File: config.mk
export PLATFORM = sky130hd
export DESIGN_NAME = bdu_bit_streamer
export DESIGN_NICKNAME = d
export VERILOG_FILES = /design/src/rtl/bdu_bit_streamer.sv
export SDC_FILE = /design/constraint.sdc
export NUM_CORES = 1
export LEC_CHECK = 0
export CORE_MARGIN = 4
export CORE_UTILIZATION = 48
export CTS_BUF_LIST = sky130_fd_sc_hd__clkbuf_4 sky130_fd_sc_hd__clkbuf_8 sky130_fd_sc_hd__clkbuf_16
export DETAILED_ROUTE_END_ITERATION = 16
export PLACE_DENSITY = 0.8
export SLEW_MARGIN = 15
export SYNTH_ARGS = -nofsm -noshare
export SYNTH_HDL_FRONTEND = slang
export SYNTH_SLANG_ARGS = --single-unit
File: constraint.sdc
create_clock -name clk -period 3.11 [get_ports clk]
set_clock_uncertainty 0.05 [all_clocks]
set_input_delay 0.622 -clock clk [delete_from_list [all_inputs] [get_ports clk]]
set_output_delay 0.622 -clock clk [all_outputs]
set_load 0.02 [all_outputs]
File: src/rtl/bdu_bit_streamer.sv
`default_nettype none
// ============================================================================
//  Module   : bdu_bit_streamer
//  Purpose  : Transmit side of the bit-serial distance interface. Holds one
//             3-D query point, accepts reference points, streams each pair
//             MSB-first (x,y,z interleaved) to the distance unit, honours its
//             early-termination flag and returns a tagged result.
//  Revision : 1.0 - initial release
// ============================================================================
module bdu_bit_streamer #(
  parameter int B    = 32,
  parameter int ID_W = 16
) (
  input  logic            clk,
  input  logic            rst,
  input  logic            q_load_i,
  input  logic [B-1:0]    q_x_i,
  input  logic [B-1:0]    q_y_i,
  input  logic [B-1:0]    q_z_i,
  input  logic            ref_valid_i,
  output logic            ref_ready_o,
  input  logic [B-1:0]    ref_x_i,
  input  logic [B-1:0]    ref_y_i,
  input  logic [B-1:0]    ref_z_i,
  input  logic [ID_W-1:0] ref_id_i,
  input  logic [2*B-1:0]  thr_in_i,
  output logic            bdu_clr_o,
  output logic            q_bit_o,
  output logic            r_bit_o,
  output logic [1:0]      code_o,
  output logic [6:0]      which_bit_o,
  output logic [2*B-1:0]  threshold_o,
  input  logic            bdu_terminate_i,
  input  logic [2*B-1:0]  bdu_dist_i,
  output logic            res_valid_o,
  input  logic            res_ready_i,
  output logic [ID_W-1:0] res_id_o,
  output logic [2*B-1:0]  res_dist_o,
  output logic            res_pruned_o,
  output logic [7:0]      res_bits_o
);

  localparam int             PW        = (B > 1) ? $clog2(B) : 1;
  localparam logic [PW-1:0]  P_TOP     = PW'(B - 1);
  localparam logic [7:0]     FULL_BITS = 8'(3 * B);
  localparam logic [1:0]     DIM_X     = 2'b01;
  localparam logic [1:0]     DIM_Z     = 2'b11;

  typedef enum logic [2:0] {
    S_IDLE   = 3'd0,
    S_CLEAR  = 3'd1,
    S_STREAM = 3'd2,
    S_DRAIN  = 3'd3,
    S_RESULT = 3'd4
  } state_e;

  state_e          state_q, state_d;
  logic            q_loaded_q, q_loaded_d;
  // Host-visible query (reloadable in IDLE) and the copy frozen for the pair
  logic [B-1:0]    qx_q, qx_d, qy_q, qy_d, qz_q, qz_d;
  logic [B-1:0]    pqx_q, pqx_d, pqy_q, pqy_d, pqz_q, pqz_d;
  logic [B-1:0]    rx_q, rx_d, ry_q, ry_d, rz_q, rz_d;
  logic [ID_W-1:0] id_q, id_d;
  logic [2*B-1:0]  thr_q, thr_d;
  logic [PW-1:0]   p_q, p_d;
  logic [1:0]      dim_q, dim_d;
  logic [7:0]      cnt_q, cnt_d;
  logic [2*B-1:0]  rdist_q, rdist_d;
  logic            rpruned_q, rpruned_d;
  logic [7:0]      rbits_q, rbits_d;
  logic [B-1:0]    w_qsel, w_rsel;

  assign w_qsel = (dim_q == DIM_X) ? pqx_q : (dim_q == 2'b10) ? pqy_q : pqz_q;
  assign w_rsel = (dim_q == DIM_X) ? rx_q  : (dim_q == 2'b10) ? ry_q  : rz_q;

  assign threshold_o  = thr_q;
  assign res_valid_o  = (state_q == S_RESULT);
  assign res_id_o     = id_q;
  assign res_dist_o   = rdist_q;
  assign res_pruned_o = rpruned_q;
  assign res_bits_o   = rbits_q;

  // State and datapath registers, all cleared by the synchronous reset
  always_ff @(posedge clk) begin
    if (rst) begin
      state_q    <= S_IDLE;
      q_loaded_q <= 1'b0;
      qx_q <= '0;  qy_q <= '0;  qz_q <= '0;
      pqx_q <= '0; pqy_q <= '0; pqz_q <= '0;
      rx_q <= '0;  ry_q <= '0;  rz_q <= '0;
      id_q <= '0;  thr_q <= '0;
      p_q <= '0;   dim_q <= '0; cnt_q <= '0;
      rdist_q <= '0; rpruned_q <= 1'b0; rbits_q <= '0;
    end else begin
      state_q    <= state_d;
      q_loaded_q <= q_loaded_d;
      qx_q <= qx_d;   qy_q <= qy_d;   qz_q <= qz_d;
      pqx_q <= pqx_d; pqy_q <= pqy_d; pqz_q <= pqz_d;
      rx_q <= rx_d;   ry_q <= ry_d;   rz_q <= rz_d;
      id_q <= id_d;   thr_q <= thr_d;
      p_q <= p_d;     dim_q <= dim_d; cnt_q <= cnt_d;
      rdist_q <= rdist_d; rpruned_q <= rpruned_d; rbits_q <= rbits_d;
    end
  end

  // Next-state logic and per-state outputs; code=00 keeps both bits at 0
  always_comb begin
    state_d    = state_q;
    q_loaded_d = q_loaded_q;
    qx_d = qx_q;   qy_d = qy_q;   qz_d = qz_q;
    pqx_d = pqx_q; pqy_d = pqy_q; pqz_d = pqz_q;
    rx_d = rx_q;   ry_d = ry_q;   rz_d = rz_q;
    id_d = id_q;   thr_d = thr_q;
    p_d = p_q;     dim_d = dim_q; cnt_d = cnt_q;
    rdist_d = rdist_q; rpruned_d = rpruned_q; rbits_d = rbits_q;
    ref_ready_o = 1'b0;
    bdu_clr_o   = 1'b0;
    code_o      = 2'b00;
    q_bit_o     = 1'b0;
    r_bit_o     = 1'b0;
    which_bit_o = '0;
    case (state_q)
      S_IDLE: begin
        ref_ready_o = q_loaded_q;
        // Accept uses the query held before any same-cycle reload
        if (ref_valid_i && q_loaded_q) begin
          pqx_d = qx_q; pqy_d = qy_q; pqz_d = qz_q;
          rx_d = ref_x_i; ry_d = ref_y_i; rz_d = ref_z_i;
          id_d    = ref_id_i;
          thr_d   = thr_in_i;
          state_d = S_CLEAR;
        end
        if (q_load_i) begin
          qx_d = q_x_i; qy_d = q_y_i; qz_d = q_z_i;
          q_loaded_d = 1'b1;
        end
      end
      S_CLEAR: begin
        bdu_clr_o = 1'b1;
        p_d       = P_TOP;
        dim_d     = DIM_X;
        cnt_d     = '0;
        state_d   = S_STREAM;
      end
      S_STREAM: begin
        code_o      = dim_q;
        q_bit_o     = w_qsel[p_q];
        r_bit_o     = w_rsel[p_q];
        which_bit_o = 7'({p_q, 1'b0});
        cnt_d       = cnt_q + 8'd1;
        if (bdu_terminate_i) begin
          rpruned_d = 1'b1;
          rdist_d   = '0;
          rbits_d   = cnt_q + 8'd1;
          state_d   = S_RESULT;
        end else if (dim_q == DIM_Z) begin
          dim_d = DIM_X;
          if (p_q == '0) state_d = S_DRAIN;
          else           p_d     = p_q - 1'b1;
        end else begin
          dim_d = dim_q + 2'b01;
        end
      end
      S_DRAIN: begin
        rdist_d   = bdu_dist_i;
        rpruned_d = 1'b0;
        rbits_d   = FULL_BITS;
        state_d   = S_RESULT;
      end
      S_RESULT: begin
        if (res_ready_i) state_d = S_IDLE;
      end
      default: state_d = S_IDLE;
    endcase
  end

endmodule
`default_nettype wire
==> results.md <==
* Effective utilization at floorplan at 0.489
* Req. time, crit path at 2.44 ns
* Mapped cell area at 18000 sq um
* Headroom to the max-slew limit at 0.350
* # setup viols final at 2
* Post-synthesis adder-cell area fraction at 0.00348
* Reg2Reg Depth at 10
* Most used cell, CP: buf_12
* I/O pin count at 509
* Share of cells above drive strength 1 at 0.0803
* Hold_sp: qx_q[31]
* CTS buffer count at 46
* Leakage Power at 8.87 nW
* Synth Flop Type: dfxtp_1
* Largest net degree at the start of global routing at 149
* CP arrival at 2.75 ns
* Total routed wirelength at 59800 microns
* Synth Area in XOR/XNOR at 0.00341
* Worst hold path type: reg2reg
* Crit-path cells: inv_2 > ha_4 > buf_12 > buf_12 > mux2_4 > mux4_2 > o211ai_1 > a2111o_1 > o311ai_4 > buf_6
* CP startpoint kind: flip-flop
* FMAX at 0.293 GHz
* Post-DP HPWL at 43600 microns
* Seq/Total Area, Yosys at 0.512
* Antenna-violating nets left at 0
* Total track usage at 0.278
* Clock Path Buffers at 3
* CTS tree: yes
* Slowest stage delay, CP at 0.45 ns
* Simple logic cell fraction of the synthesized area at 0.219
* Initial antenna violation count at 5
* Post-synthesis mux area share at 0.0616
* R2r setup slk at 0.70 ns
* Inst Count DP at 3126
* First-pass GRT wire length at 91200 microns
* Min Hold Slack at 0.399 ns
* Setup crit end kind: primary output
* CTS sink cnt at 460
* Post-layout worst setup margin at -0.307 ns
* Pre-CTS setup slack at -0.330 ns
* Synth cell types at 57
* Failing checks: setup timing
* Row count at 70
* DRT Pass-1 Iters at 5
* # nets final at 3056
* Setup crit start: dim_q[0]
* DRC Markers at 0
* RSZ-0062 raised after global routing: yes
* Post-synthesis compound-gate area fraction at 0.152
* Area growth syn-to-layout at 40.8%
* Cells after synthesis at 2258
* Die Width at 202 microns
* Final Hold Fails at 0
* Area leader, netlist: dfxtp_1
* Crit Path Category: reg2out
* Largest delay contributor family on the critical path: multiplexers
* Critical R2R Launch: p_q[0]
* RD Place Congestion at 0.949
* Clock Tree Root: clkbuf_16
* Reg-to-reg endpoint: p_q[4]
* Non-filler cells, final at 3215
* Min-Delay Endpoint: pqx_q[31]
* DRT iter0 DRCs at 1356
* Clock-pin transition on the worst setup and hold timing paths at 0.06 ns
* Worst Hold Depth at 2
* Period utilisation layout at 1.10
* Share of the synthesized area in the top cell type at 0.512
* Leading post-synthesis cells by cell area: dfxtp_1 (51%), nand2_1 (17%), a21oi_1 (13%)
* Number of synthesized register bits at 460
* Minimum clock period at 3.42 ns
* Syn Area/Cell at 7.96 sq um
* Worst Path Buf+Inv at 4
* CTS H-Tree Depth at 2
* VDD IR max at 0.362 mV
* Synth Warn # at 0
* Die area at 40600 sq um
* CTS Hold Bufs at 0
* Die height at 202 microns
* Total gr overflow at 0
* Post-synth ARST share at 0
* Post-synth EDFFs at 0
* Core area at 36800 sq um
* Largest family of logic cells by synthesized area: simple AND/OR/NAND/NOR gates
* I/O Buffers at 506
* Slowest cell on crit path: mux4_2
* Power Density at 563 nW/um^2
* Status: complete, but fails checks
* Worst-Margin Slew at 0.974 ns
* Vias per cell at 5.38
* Skew-Pair Late Insertion Delay at 0.56 ns
* CP Max Fanout at 7
* Max_cap viols at 0
* Vias in the first global route at 16600
* DR WL/cell at 18.6 microns
* DR vias at 17300
* Final Max Tran Viols at 0
## through the flow
step | total power, W | TNS (ns) | instance area, sq um | util
4_1_cts | 0.0143 | -0.640 | 25300 | 0.688
5_1_grt | 0.0148 | -0.712 | 25300 | 0.688
6_report | 0.0143 | -0.546 | 25300 | 0.688
3_3_place_gp | 0.00873 | -0.636 | 23700 | 0.643
3_5_place_dp | 0.00878 | -0.637 | 23700 | 0.643
2_1_floorplan | 0.00766 | 0 | 18000 | -
## worst max-delay path by stage
stage	end	slack, ns	cells past startpoint
2_1_floorplan	q_bit_o	0.28	11
3_3_place_gp	q_bit_o	-0.32	11
3_5_place_dp	r_bit_o	-0.33	10
4_1_cts	r_bit_o	-0.35	10
5_1_grt	r_bit_o	-0.38	10
6_report	r_bit_o	-0.31	10
## cell families after synthesis
family	Yosys count
other	1
DFF	460
AOI/OAI and AO/OA	519
muxes	76
xor gates and xnor gates	7
adders and majority gates	5
buffers and inverters	198
and+or+nand+nor	992
## sequential cells by signal, indices dropped and copies added (netlist names)
| signal | cells |
|---|---|
| qx_q | 32 |
| cnt_q | 8 |
| dim_q | 2 |
| res_dist_o | 64 |
| q_loaded_q | 1 |
| pqz_q | 32 |
| rz_q | 32 |
| res_bits_o | 8 |
| qz_q | 32 |
| res_pruned_o | 1 |
| p_q | 5 |
| res_id_o | 16 |
| ry_q | 32 |
| threshold_o | 64 |
| pqx_q | 32 |
| pqy_q | 32 |
| rx_q | 32 |
| state_q | 3 |
| qy_q | 32 |
## Yosys cell counts (all sizes together), types with 3 or more instances
cell type,instances
a31oi,8
nor3,4
mux4,24
nand3b,4
and3,4
xnor2,7
nor2,42
a211oi,6
ha,5
mux2i,38
buf,59
dfxtp,460
o211ai,7
a22oi,5
a311oi,3
nand3,82
mux2,14
clkbuf,129
o21ai,17
a21oi,456
nand2,838
inv,9
## tightest hold or removal path, stage by stage, from the launching register on
cell	delay [ns]
dfxtp_1	0.31
nand2_1	0.05
a21oi_1	0.05
## where the power goes
part / leakage [nW] / internal [W] / switching, W
Combinational: 4.36 / 0.00108 / 0.00123
Clock: 0.771 / 0.00327 / 0.00227
Sequential: 3.74 / 0.00620 / 0.000204
## final cells by class
class                      count  area (sq um)
fill                        2938         11500
sequential                   460          9210
multi-input combinational   1601          8020
timing repair buffer         590          5920
clock buffer                  70          1440
tap                          468           586
clock inverter                10          85.1
inverter                      10          37.5
antenna                        6          15.0
## placed cells by master (no fill, tap or decap), drive strengths merged, types with 6 or more instances in the layout
master and count:
a211oi 6, a21oi 456, o21ai 17, mux4 24, buf 89, clkinv 7
clkdlybuf4s50 498, dfxtp 460, inv 11, mux2 14, o211ai 7, clkbuf 70
a31oi 8, nor2 42, diode 6, nand3 82, xnor2 7, nand2 838
mux2i 38
## repair_timing
action	CTS	global route
endpoints found under the hold margin	0	0
gates resized for setup	35	2
pin swaps	8	3
setup endpoints to repair	4	2
cloned	1	0
buffers inserted	2	1
## metal layers
metal	global-route usage	vias up	routed length (microns)
li1	-	8403	-
met3	0.0649	136	4650
met5	0	-	0
met2	0.467	668	28800
met1	0.345	8096	24000
met4	0.115	0	2360
No activity file was read; power rests on OpenSTA's default activity.
==> patch, RTL diff (same settings) <==
The parameter `ID_W` goes from 16 to 14.
--- a/src/rtl/bdu_bit_streamer.sv
+++ b/src/rtl/bdu_bit_streamer.sv
@@ -11,3 +11,3 @@
   parameter int B    = 32,
-  parameter int ID_W = 16
+  parameter int ID_W = 14
 ) (
Ports: changed (resized ref_id_i and res_id_o); port bits go from 509 to 505. No check against the original RTL was run, so the function may have changed too.
==> patch against the unedited design <==
- the run still ends with negative setup slack left
- critical path depth is the same
- largest cell class unchanged
- non-clock buffer count shrank 25
- worst setup slack lost 320 ps
- final area shrank 0.79%
- synthesized cell count shrank 1.9%
- wire length shrank 3.4%
- global-route usage shrank 0.84 points
- sequential power shrank 0.6%
- via count shrank 1.0%
- power grew 0.12%
- sequential cell count shrank 2
- combinational power shrank 5%
- area after synthesis shrank 1.0%
==> patch: results (changes against the unedited design) <==
non-clock inverter count=9 (was 10); GR Util All Layers=0.269 (was 0.278); Synth top cells by count=nand2_1, dfxtp_1, a21oi_1 (unchanged); ClkCell Share=0.0635 (was 0.0603); share of layout cells above drive strength 1=0.0845 (was 0.0803); Distinct cells, synth=47 (was 57); mux cell area share after synthesis=0.0706 (was 0.0616); Non-clock buffers=565 (was 590); Buffers on Ports=502 (was 506); initial detailed-routing violation count=1,483 (was 1,356); Seq area share=0.365 (was 0.364); Post-Syn Area=17,800 sq um (was 18,000 sq um); Setup violations, final=2 (unchanged); Final non-clock buffer share=0.231 (was 0.234); CTS Buf Count=47 (was 46); DPL Wire Length=40.3 mm (was 43.6 mm); Vias per Instance=5.42 (was 5.38); fin nets=2,993 (was 3,056); Final WS setup=-632 ps (was -307 ps); vias in the first global route=16,500 (was 16,600); dpl cell area=23,200 sq um (was 23,700 sq um); failing checks=negative setup slack (unchanged); grt met1 use=0.344 (was 0.345); leakage dissipation=8.93 nW (was 8.87 nW); multi-input logic area=7920 sq um (was 8020 sq um); Critical Path AT=3070 ps (was 2750 ps); fraction of area in multi-input gates=0.315 (was 0.317); CLK BUF=69 (was 70); post-synthesis adder-cell area fraction=0.00351 (was 0.00348); number of instances in the placed design=3,053 (was 3,126); outcome=finished with violations (unchanged); VDD IR max=0.000417 V (was 0.000362 V); sequential fraction of the synthesis area=0.515 (was 0.512); WL final=57.8 mm (was 59.8 mm); Multi-input comb cells=1,567 (was 1,601); Filler cells=2,878 (was 2,938); largest net degree at the start of global routing=157 (was 149); post-synthesis cell count=2,216 (was 2,258); first-pass GRT wire length=89.4 mm (was 91.2 mm); XOR/XNOR share of the synthesized area=0.00394 (was 0.00341); GP Congestion=0.887 (was 0.949); NetSw=3.71 mW (about the same)
patch: cell count changes after synthesis, moves of 5 or more:
cell,unedited run,this run
nand2_1,838,823
o21ai_0,16,11
nor2_1,42,36
nand3_1,82,75
a22oi_1,5,11
o211ai_1,7,2
mux2_1,0,9
mux2i_1,38,22
mux4_1,8,0
mux2_2,14,21
mux4_2,16,31
patch: what timing repair did:
item / in CTS / in global routing
setup buffers: 3 / 9
gates resized for setup: 23 / 16
pin swaps: 7 / 11
gates cloned: 2 / 1
setup endpoints to repair: 4 / 6
patch: cells by family (layout without fill, tap and decap cells):
group | Yosys count | after routing
simple gates | 969 | 969
compound gates | 500 | 500
flops | 458 | 458
buf+inv | 192 | 660
mux | 83 | 83
xor+xnor | 8 | 8
fa+ha+maj | 5 | 5
other cells | 1 | 8
patch: worst max-delay path, stage by stage (launching register included):
cell	delay, ps
dfxtp_1	380
ha_4	180
buf_12	140
buf_16	140
mux2_4	300
mux4_2	480
nor3_2	190
a2111oi_2	80
nand3_1	120
nand4_1	240
buf_4	250
patch: final timing paths:
path / from / endpoint / slack, ps / cells past startpoint
setup / recovery: dim_q[1]$_SDFFE_PP0P_ / q_bit_o / -630 / 10
hold / removal: threshold_o[13]$_SDFFE_PP0P_ / threshold_o[13]$_SDFFE_PP0P_ / 400 / 2
setup reg to reg: p_q[0]$_SDFFE_PP0P_ / state_q[0]$_SDFFE_PP0P_ / 430 / 8
hold reg to reg: threshold_o[13]$_SDFFE_PP0P_ / threshold_o[13]$_SDFFE_PP0P_ / 400 / 2
patch: routing by layer:
| layer | wire (um) | vias to the layer above |
|---|---|---|
| li1 | - | 8204 |
| met1 | 23600 | 8157 |
| met2 | 28600 | 630 |
| met3 | 3330 | 135 |
| met4 | 2170 | 0 |
| met5 | 0 | - |
